--- src/rtl/mdu_iter_pkg.sv ---
// Shared definitions for the iterative multiply/divide unit: op and FSM state
// encodings plus the MUL/DIV class decode used by the pipeline stall logic.
package mdu_iter_pkg;

   typedef enum logic [2:0] {
      OP_MULT  = 3'd0,
      OP_MULTU = 3'd1,
      OP_DIV   = 3'd2,
      OP_DIVU  = 3'd3,
      OP_MTHI  = 3'd4,
      OP_MTLO  = 3'd5,
      OP_NOP6  = 3'd6,
      OP_NOP7  = 3'd7
   } op_e;

   typedef enum logic [1:0] {
      S_IDLE = 2'd0,
      S_RUN  = 2'd1,
      S_FIN  = 2'd2
   } state_e;

   // Ops 0..3 occupy the unit for many cycles; MTHI/MTLO/NOP never do.
   function automatic logic is_muldiv(input logic [2:0] op);
      return (op[2] == 1'b0);
   endfunction

endpackage

--- src/rtl/mdu_iter_if.sv ---
// Execute-stage <-> MDU bundle: issue request, flush, and HI/LO/status back.
interface mdu_iter_if #(
   parameter int WIDTH = 32
) ();
   logic             start;
   logic [2:0]       op;
   logic [WIDTH-1:0] a;
   logic [WIDTH-1:0] b;
   logic             flush;
   logic             busy;
   logic             stall;
   logic             done;
   logic [WIDTH-1:0] hi;
   logic [WIDTH-1:0] lo;

   modport master (
      output start, op, a, b, flush,
      input  busy, stall, done, hi, lo
   );

   modport slave (
      input  start, op, a, b, flush,
      output busy, stall, done, hi, lo
   );
endinterface

--- src/rtl/mdu_iter_div_step.sv ---
// One restoring-divide step: trial-subtract the divisor from the shifted
// partial remainder and keep the difference only when it did not borrow.
module mdu_iter_div_step #(
   parameter int WIDTH = 32
) (
   input  logic [WIDTH:0]   part_rem,
   input  logic [WIDTH-1:0] divisor,
   output logic [WIDTH-1:0] next_rem,
   output logic             q_bit
);
   logic [WIDTH:0] diff_s;

   // Trial subtraction; the top bit of the difference is the borrow.
   always_comb begin
      diff_s = part_rem - {1'b0, divisor};
      if (diff_s[WIDTH]) begin
         q_bit    = 1'b0;
         next_rem = part_rem[WIDTH-1:0];
      end else begin
         q_bit    = 1'b1;
         next_rem = diff_s[WIDTH-1:0];
      end
   end
endmodule

--- src/rtl/mdu_iter.sv ---
// Iterative MULT/MULTU/DIV/DIVU unit with architectural HI/LO. One result bit
// per cycle on magnitudes; signs are reapplied in FIN.
module mdu_iter
   import mdu_iter_pkg::*;
#(
   parameter int WIDTH = 32
) (
   input  logic      clk,
   input  logic      rst,
   mdu_iter_if.slave bus
);
   localparam int               CNT_W    = $clog2(WIDTH) + 1;
   localparam logic [CNT_W-1:0] LAST_CNT = CNT_W'(WIDTH - 1);

   state_e               state_r;
   logic [CNT_W-1:0]     cnt_r;
   logic [2*WIDTH-1:0]   acc_r;
   logic [WIDTH-1:0]     dvsr_r;
   logic                 is_div_r;
   logic                 sign_r;
   logic                 rem_neg_r;
   logic                 div0_r;
   logic                 busy_r;
   logic                 done_r;
   logic [WIDTH-1:0]     hi_r;
   logic [WIDTH-1:0]     lo_r;

   op_e                  op_s;
   logic                 signed_op_s;
   logic                 div_op_s;
   logic                 a_neg_s;
   logic                 b_neg_s;
   logic [WIDTH-1:0]     a_mag_s;
   logic [WIDTH-1:0]     b_mag_s;
   logic [WIDTH-1:0]     mul_addend_s;
   logic [WIDTH:0]       mul_sum_s;
   logic [2*WIDTH-1:0]   mul_next_s;
   logic [WIDTH-1:0]     div_rem_s;
   logic                 div_qbit_s;
   logic [2*WIDTH-1:0]   div_next_s;
   logic [2*WIDTH-1:0]   prod_fix_s;
   logic [WIDTH-1:0]     quo_fix_s;
   logic [WIDTH-1:0]     rem_fix_s;

   // Accumulator holds {remainder, dividend/quotient}; top WIDTH+1 bits are the shifted remainder.
   mdu_iter_div_step #(.WIDTH(WIDTH)) u_div_step (
      .part_rem (acc_r[2*WIDTH-1:WIDTH-1]),
      .divisor  (dvsr_r),
      .next_rem (div_rem_s),
      .q_bit    (div_qbit_s)
   );

   // Issue-side decode and operand magnitudes.
   always_comb begin
      op_s        = op_e'(bus.op);
      signed_op_s = (op_s == OP_MULT) || (op_s == OP_DIV);
      div_op_s    = (op_s == OP_DIV)  || (op_s == OP_DIVU);
      a_neg_s     = signed_op_s && bus.a[WIDTH-1];
      b_neg_s     = signed_op_s && bus.b[WIDTH-1];
      if (a_neg_s) begin
         a_mag_s = ~bus.a + WIDTH'(1'b1);
      end else begin
         a_mag_s = bus.a;
      end
      if (b_neg_s) begin
         b_mag_s = ~bus.b + WIDTH'(1'b1);
      end else begin
         b_mag_s = bus.b;
      end
   end

   // Per-cycle datapath steps and final sign correction.
   always_comb begin
      if (acc_r[0]) begin
         mul_addend_s = dvsr_r;
      end else begin
         mul_addend_s = '0;
      end
      mul_sum_s  = {1'b0, acc_r[2*WIDTH-1:WIDTH]} + {1'b0, mul_addend_s};
      mul_next_s = {mul_sum_s, acc_r[WIDTH-1:1]};
      div_next_s = {div_rem_s, acc_r[WIDTH-2:0], div_qbit_s};

      if (sign_r) begin
         prod_fix_s = ~acc_r + (2*WIDTH)'(1'b1);
      end else begin
         prod_fix_s = acc_r;
      end
      // Divide by zero forces an all-ones quotient; the remainder path already yields a.
      if (div0_r) begin
         quo_fix_s = '1;
      end else if (sign_r) begin
         quo_fix_s = ~acc_r[WIDTH-1:0] + WIDTH'(1'b1);
      end else begin
         quo_fix_s = acc_r[WIDTH-1:0];
      end
      if (rem_neg_r) begin
         rem_fix_s = ~acc_r[2*WIDTH-1:WIDTH] + WIDTH'(1'b1);
      end else begin
         rem_fix_s = acc_r[2*WIDTH-1:WIDTH];
      end
   end

   // Control FSM, iteration state and architectural HI/LO.
   always_ff @(posedge clk) begin
      if (rst) begin
         state_r   <= S_IDLE;
         cnt_r     <= '0;
         acc_r     <= '0;
         dvsr_r    <= '0;
         is_div_r  <= 1'b0;
         sign_r    <= 1'b0;
         rem_neg_r <= 1'b0;
         div0_r    <= 1'b0;
         busy_r    <= 1'b0;
         done_r    <= 1'b0;
         hi_r      <= '0;
         lo_r      <= '0;
      end else begin
         done_r <= 1'b0;
         case (state_r)
            S_IDLE: begin
               if (bus.start && !bus.flush) begin
                  case (op_s)
                     OP_MULT, OP_MULTU, OP_DIV, OP_DIVU: begin
                        state_r   <= S_RUN;
                        busy_r    <= 1'b1;
                        cnt_r     <= '0;
                        is_div_r  <= div_op_s;
                        sign_r    <= a_neg_s ^ b_neg_s;
                        rem_neg_r <= a_neg_s;
                        div0_r    <= div_op_s && (bus.b == '0);
                        dvsr_r    <= div_op_s ? b_mag_s : a_mag_s;
                        acc_r     <= {{WIDTH{1'b0}}, (div_op_s ? a_mag_s : b_mag_s)};
                     end
                     OP_MTHI: hi_r <= bus.a;
                     OP_MTLO: lo_r <= bus.a;
                     default: state_r <= S_IDLE;
                  endcase
               end else begin
                  state_r <= S_IDLE;
               end
            end
            S_RUN: begin
               if (bus.flush) begin
                  state_r <= S_IDLE;
                  busy_r  <= 1'b0;
               end else begin
                  acc_r <= is_div_r ? div_next_s : mul_next_s;
                  cnt_r <= cnt_r + CNT_W'(1'b1);
                  if (cnt_r == LAST_CNT) begin
                     state_r <= S_FIN;
                  end else begin
                     state_r <= S_RUN;
                  end
               end
            end
            S_FIN: begin
               state_r <= S_IDLE;
               busy_r  <= 1'b0;
               if (!bus.flush) begin
                  done_r <= 1'b1;
                  if (is_div_r) begin
                     hi_r <= rem_fix_s;
                     lo_r <= quo_fix_s;
                  end else begin
                     hi_r <= prod_fix_s[2*WIDTH-1:WIDTH];
                     lo_r <= prod_fix_s[WIDTH-1:0];
                  end
               end
            end
            default: begin
               state_r <= S_IDLE;
               busy_r  <= 1'b0;
            end
         endcase
      end
   end

   assign bus.busy  = busy_r;
   assign bus.done  = done_r;
   assign bus.hi    = hi_r;
   assign bus.lo    = lo_r;
   assign bus.stall = busy_r | (bus.start & is_muldiv(bus.op));

endmodule
--- src/flat_wrapper.sv ---
// flat-port wrapper written by rule: the top's interface ports become plain ports
module mdu_iter_flat import mdu_iter_pkg::*;
#(
   parameter int WIDTH = 32
)
  (clk, rst, bus_start, bus_op, bus_a, bus_b, bus_flush, bus_busy, bus_stall, bus_done, bus_hi, bus_lo);
  mdu_iter_if #(.WIDTH(WIDTH)) bus_i ();
  input  logic clk;
  input  logic rst;
  input wire logic [$bits(bus_i.start)-1:0] bus_start;
  input wire logic [$bits(bus_i.op)-1:0] bus_op;
  input wire logic [$bits(bus_i.a)-1:0] bus_a;
  input wire logic [$bits(bus_i.b)-1:0] bus_b;
  input wire logic [$bits(bus_i.flush)-1:0] bus_flush;
  output wire logic [$bits(bus_i.busy)-1:0] bus_busy;
  output wire logic [$bits(bus_i.stall)-1:0] bus_stall;
  output wire logic [$bits(bus_i.done)-1:0] bus_done;
  output wire logic [$bits(bus_i.hi)-1:0] bus_hi;
  output wire logic [$bits(bus_i.lo)-1:0] bus_lo;
  assign bus_i.start = bus_start;
  assign bus_i.op = bus_op;
  assign bus_i.a = bus_a;
  assign bus_i.b = bus_b;
  assign bus_i.flush = bus_flush;
  assign bus_busy = bus_i.busy;
  assign bus_stall = bus_i.stall;
  assign bus_done = bus_i.done;
  assign bus_hi = bus_i.hi;
  assign bus_lo = bus_i.lo;
  mdu_iter #(.WIDTH(WIDTH)) u_core (.clk(clk), .rst(rst), .bus(bus_i));
endmodule
--- config.mk ---
export PLATFORM = sky130hd
export DESIGN_NAME = mdu_iter_flat
export DESIGN_NICKNAME = d
export VERILOG_FILES = /design/src/rtl/mdu_iter_pkg.sv /design/src/rtl/mdu_iter_if.sv /design/src/rtl/mdu_iter_div_step.sv /design/src/rtl/mdu_iter.sv /design/src/flat_wrapper.sv
export SDC_FILE = /design/constraint.sdc
export NUM_CORES = 1
export LEC_CHECK = 0
export ABC_AREA = 1
export CAP_MARGIN = 20
export CORE_MARGIN = 8
export CORE_UTILIZATION = 47
export DETAILED_ROUTE_END_ITERATION = 7
export PLACE_DENSITY = 0.77
export SETUP_SLACK_MARGIN = 0.02
export SYNTH_ARGS = -nofsm -noshare
export SYNTH_HDL_FRONTEND = slang
export SYNTH_SLANG_ARGS = --single-unit
--- constraint.sdc ---
create_clock -name clk -period 6.37 [get_ports clk]
set_input_delay 1.274 -clock clk [delete_from_list [all_inputs] [get_ports clk]]
set_output_delay 1.274 -clock clk [all_outputs]
set_load 0.01 [all_outputs]
==> qor.csv <==
metric;value;unit
cts.sinks;174;
max_clock_freq;0.2429;GHz
path_class;reg -> reg;
drc;2;
overflow;0;
wl_per_cell;20.34;um
finalCritPeriodShare;64.63;%
clk_pin_slew_worst_paths;0.07;ns
slew_headroom;29.84;%
drt-total-wl;80620;um
grt_max_degree;91;
synth_top_cell_by_area;nand2_1;
place_area;19970;um2
rr_worst_depth;11;
p_leak;10.44;nW
cts_tree;built;
start_kind;register;
violations;design-rule violations;
status;finished with violations;
portBuffers;137;
post_cts_resized;0;
vias;22910;
netlist_area;18330;um2
antenna_violating_nets_post_route;0;
ys_seq_elements;174;
ys_seq_area_share;19.00;%
drive_gt1_share;3.106;%
die_w;213.5;um
crit_fanout;42;
antenna_found_initial;0;
synth_edf_count;0;
maxCapViolCount;0;
io-pin-count;138;
synthDistinctLibCells;49;
syn_nets;3522;
post-route-min-period;4.117;ns
clockRootBuffer;clkbuf_16;
num_antenna_cells;0;
synth_area_leaders;nand2_1 20%, dfxtp_1 19%, inv_1 11%;
hpwl;63670;um
grt_pass1_wl;120700;um
tns;0;ns
ir_drop;0.0001776;V
cts_hold_buf;0;
synth_top_area_share;20.39;%
synth_common_cells;996 x nand2_1, 533 x inv_1, 338 x nor2_1;
post_synth_inst_count;3380;
synth.most_common_cell;nand2_1;
setup_viol;0;
hold_violations;0;
grt_util_all_layers;34.42;%
area_growth;12.23;%
ys.flop_type;dfxtp_1;
cp_data_required_time;6.70;ns
slew_viol_final;0;
first_iter_violations;3464;
start_util;47.55;%
nets;3574;
clk_path_buf_depth;2;
cts_htree_levels;4;
cts-buffers-inserted;17;
skew;0.02014;ns
ys.warnings.count;0;
critPathArrivalTime;4.44;ns
hold_depth;2;
syn_avg_cell_area;5.424;um2
dieArea;45580;um2
core-area;38560;um2
min_path_type;reg -> reg;
clkLatencyLatePin;0.46;ns
rsz0062_at_grt;false;
cts_setup_buffers;0;
num_rows;72;
async_reset_ff_share;0;%
avgViaCountPerCell;5.781;
routabilityCongestion;1.109;
drt_pass1_iterations;8;
fp.dieH;213.5;um
worst_slew_pin_slew;1.046;ns
design_area;20570;um2
grt_pass1_vias;20520;
power_density;188.5;nW/um2
worstSetupEndpointType;register;
worst paths after layout:
kind | start | end | slack, ns
max reg2reg | u_core.state_r[0] | u_core.acc_r[20] | 2.25
min | u_core.cnt_r[1] | u_core.cnt_r[1] | 0.50
min reg2reg | u_core.cnt_r[1] | u_core.cnt_r[1] | 0.50
max | u_core.state_r[0] | u_core.acc_r[20] | 2.25
where the power goes:
part	total [mW]	switching (mW)	internal, mW	leakage [nW]
combinational	1.54	1.07	0.469	8.72
clock	1.09	0.553	0.542	0.296
sequential	1.25	0.0981	1.15	1.42
total	3.88	1.72	2.16	10.4
area by class of cell:
| type | instances | area [um2] |
|---|---|---|
| Timing Repair Buffer | 153 | 1486 |
| Sequential cell | 174 | 3486 |
| Clock inverter | 14 | 167.7 |
| Clock buffer | 18 | 439.2 |
| Inverter | 546 | 2049 |
| Tap cell | 518 | 648.1 |
| Multi-Input combinational cell | 2540 | 12300 |
| Fill cell | 4208 | 17980 |
sequential cells by signal, summed over array words and instances, names as in the netlist:
name              cells
u_core.rem_neg_r      1
u_core.state_r        2
u_core.dvsr_r        32
u_core.acc_r         64
u_core.bus.hi        32
u_core.is_div_r       1
u_core.bus.lo        32
u_core.cnt_r          6
u_core.bus.done       1
u_core.bus.busy       1
u_core.div0_r         1
u_core.sign_r         1
per-layer routing:
layer	track usage (%)	up-vias	part of all wire [%]	routed length (um)
met5	0	-	0	0
met4	19.22	0	6.7	5408
met3	7.366	308	13	10150
met2	51.24	1452	41	33190
met1	45.78	10230	40	31870
li1	-	10920	-	-
cells in the final DEF, fill, tap and decap left out, types with 41 or more instances in the layout:
cell type        instances
o21ai_0                255
nand3_1                303
xor2_1                  55
clkdlybuf4s50_1        136
inv_1                  531
dfxtp_1                172
ha_1                    69
nand2_1                996
a21oi_1                250
nor3_1                  41
nor2_1                 336
nand4_1                 51
cell families (layout without fill, tap and decap cells):
kind of cell / count (synthesis) / after routing / share of synthesized area [%]
and+or+nand+nor: 1797 / 1797 / 41.19
buffers and inverters: 666 / 731 / 14.03
AOI/OAI and AO/OA: 606 / 606 / 17.70
DFF: 174 / 174 / 19.00
adders and majority gates: 71 / 71 / 4.928
xor gates and xnor gates: 66 / 66 / 3.153
stage by stage:
step	utilization (%)	power [mW]	setup WS, ns	hold WS [ns]	cells
6_report	53.36	3.878	2.253	0.4988	3963
5_1_grt	53.36	4.047	2.090	0.5132	3963
4_1_cts	53.36	3.799	2.447	0.4893	3963
3_5_place_dp	51.79	2.729	2.111	0.4770	3931
3_3_place_gp	51.79	2.727	2.159	0.4722	3931
2_1_floorplan	-	2.254	3.581	0.4434	3380
worst max-delay path: stages, from the launching register on:
cell     delay [ns]
dfxtp_1        0.45
inv_1          0.11
nor2_4         0.44
inv_2          0.47
nor2_4         0.73
inv_2          0.21
a21oi_4        0.19
buf_4          0.40
inv_2          0.38
buf_4          0.37
nor2_1         0.14
a21oi_1        0.08
(Power assumes the default switching activity.)
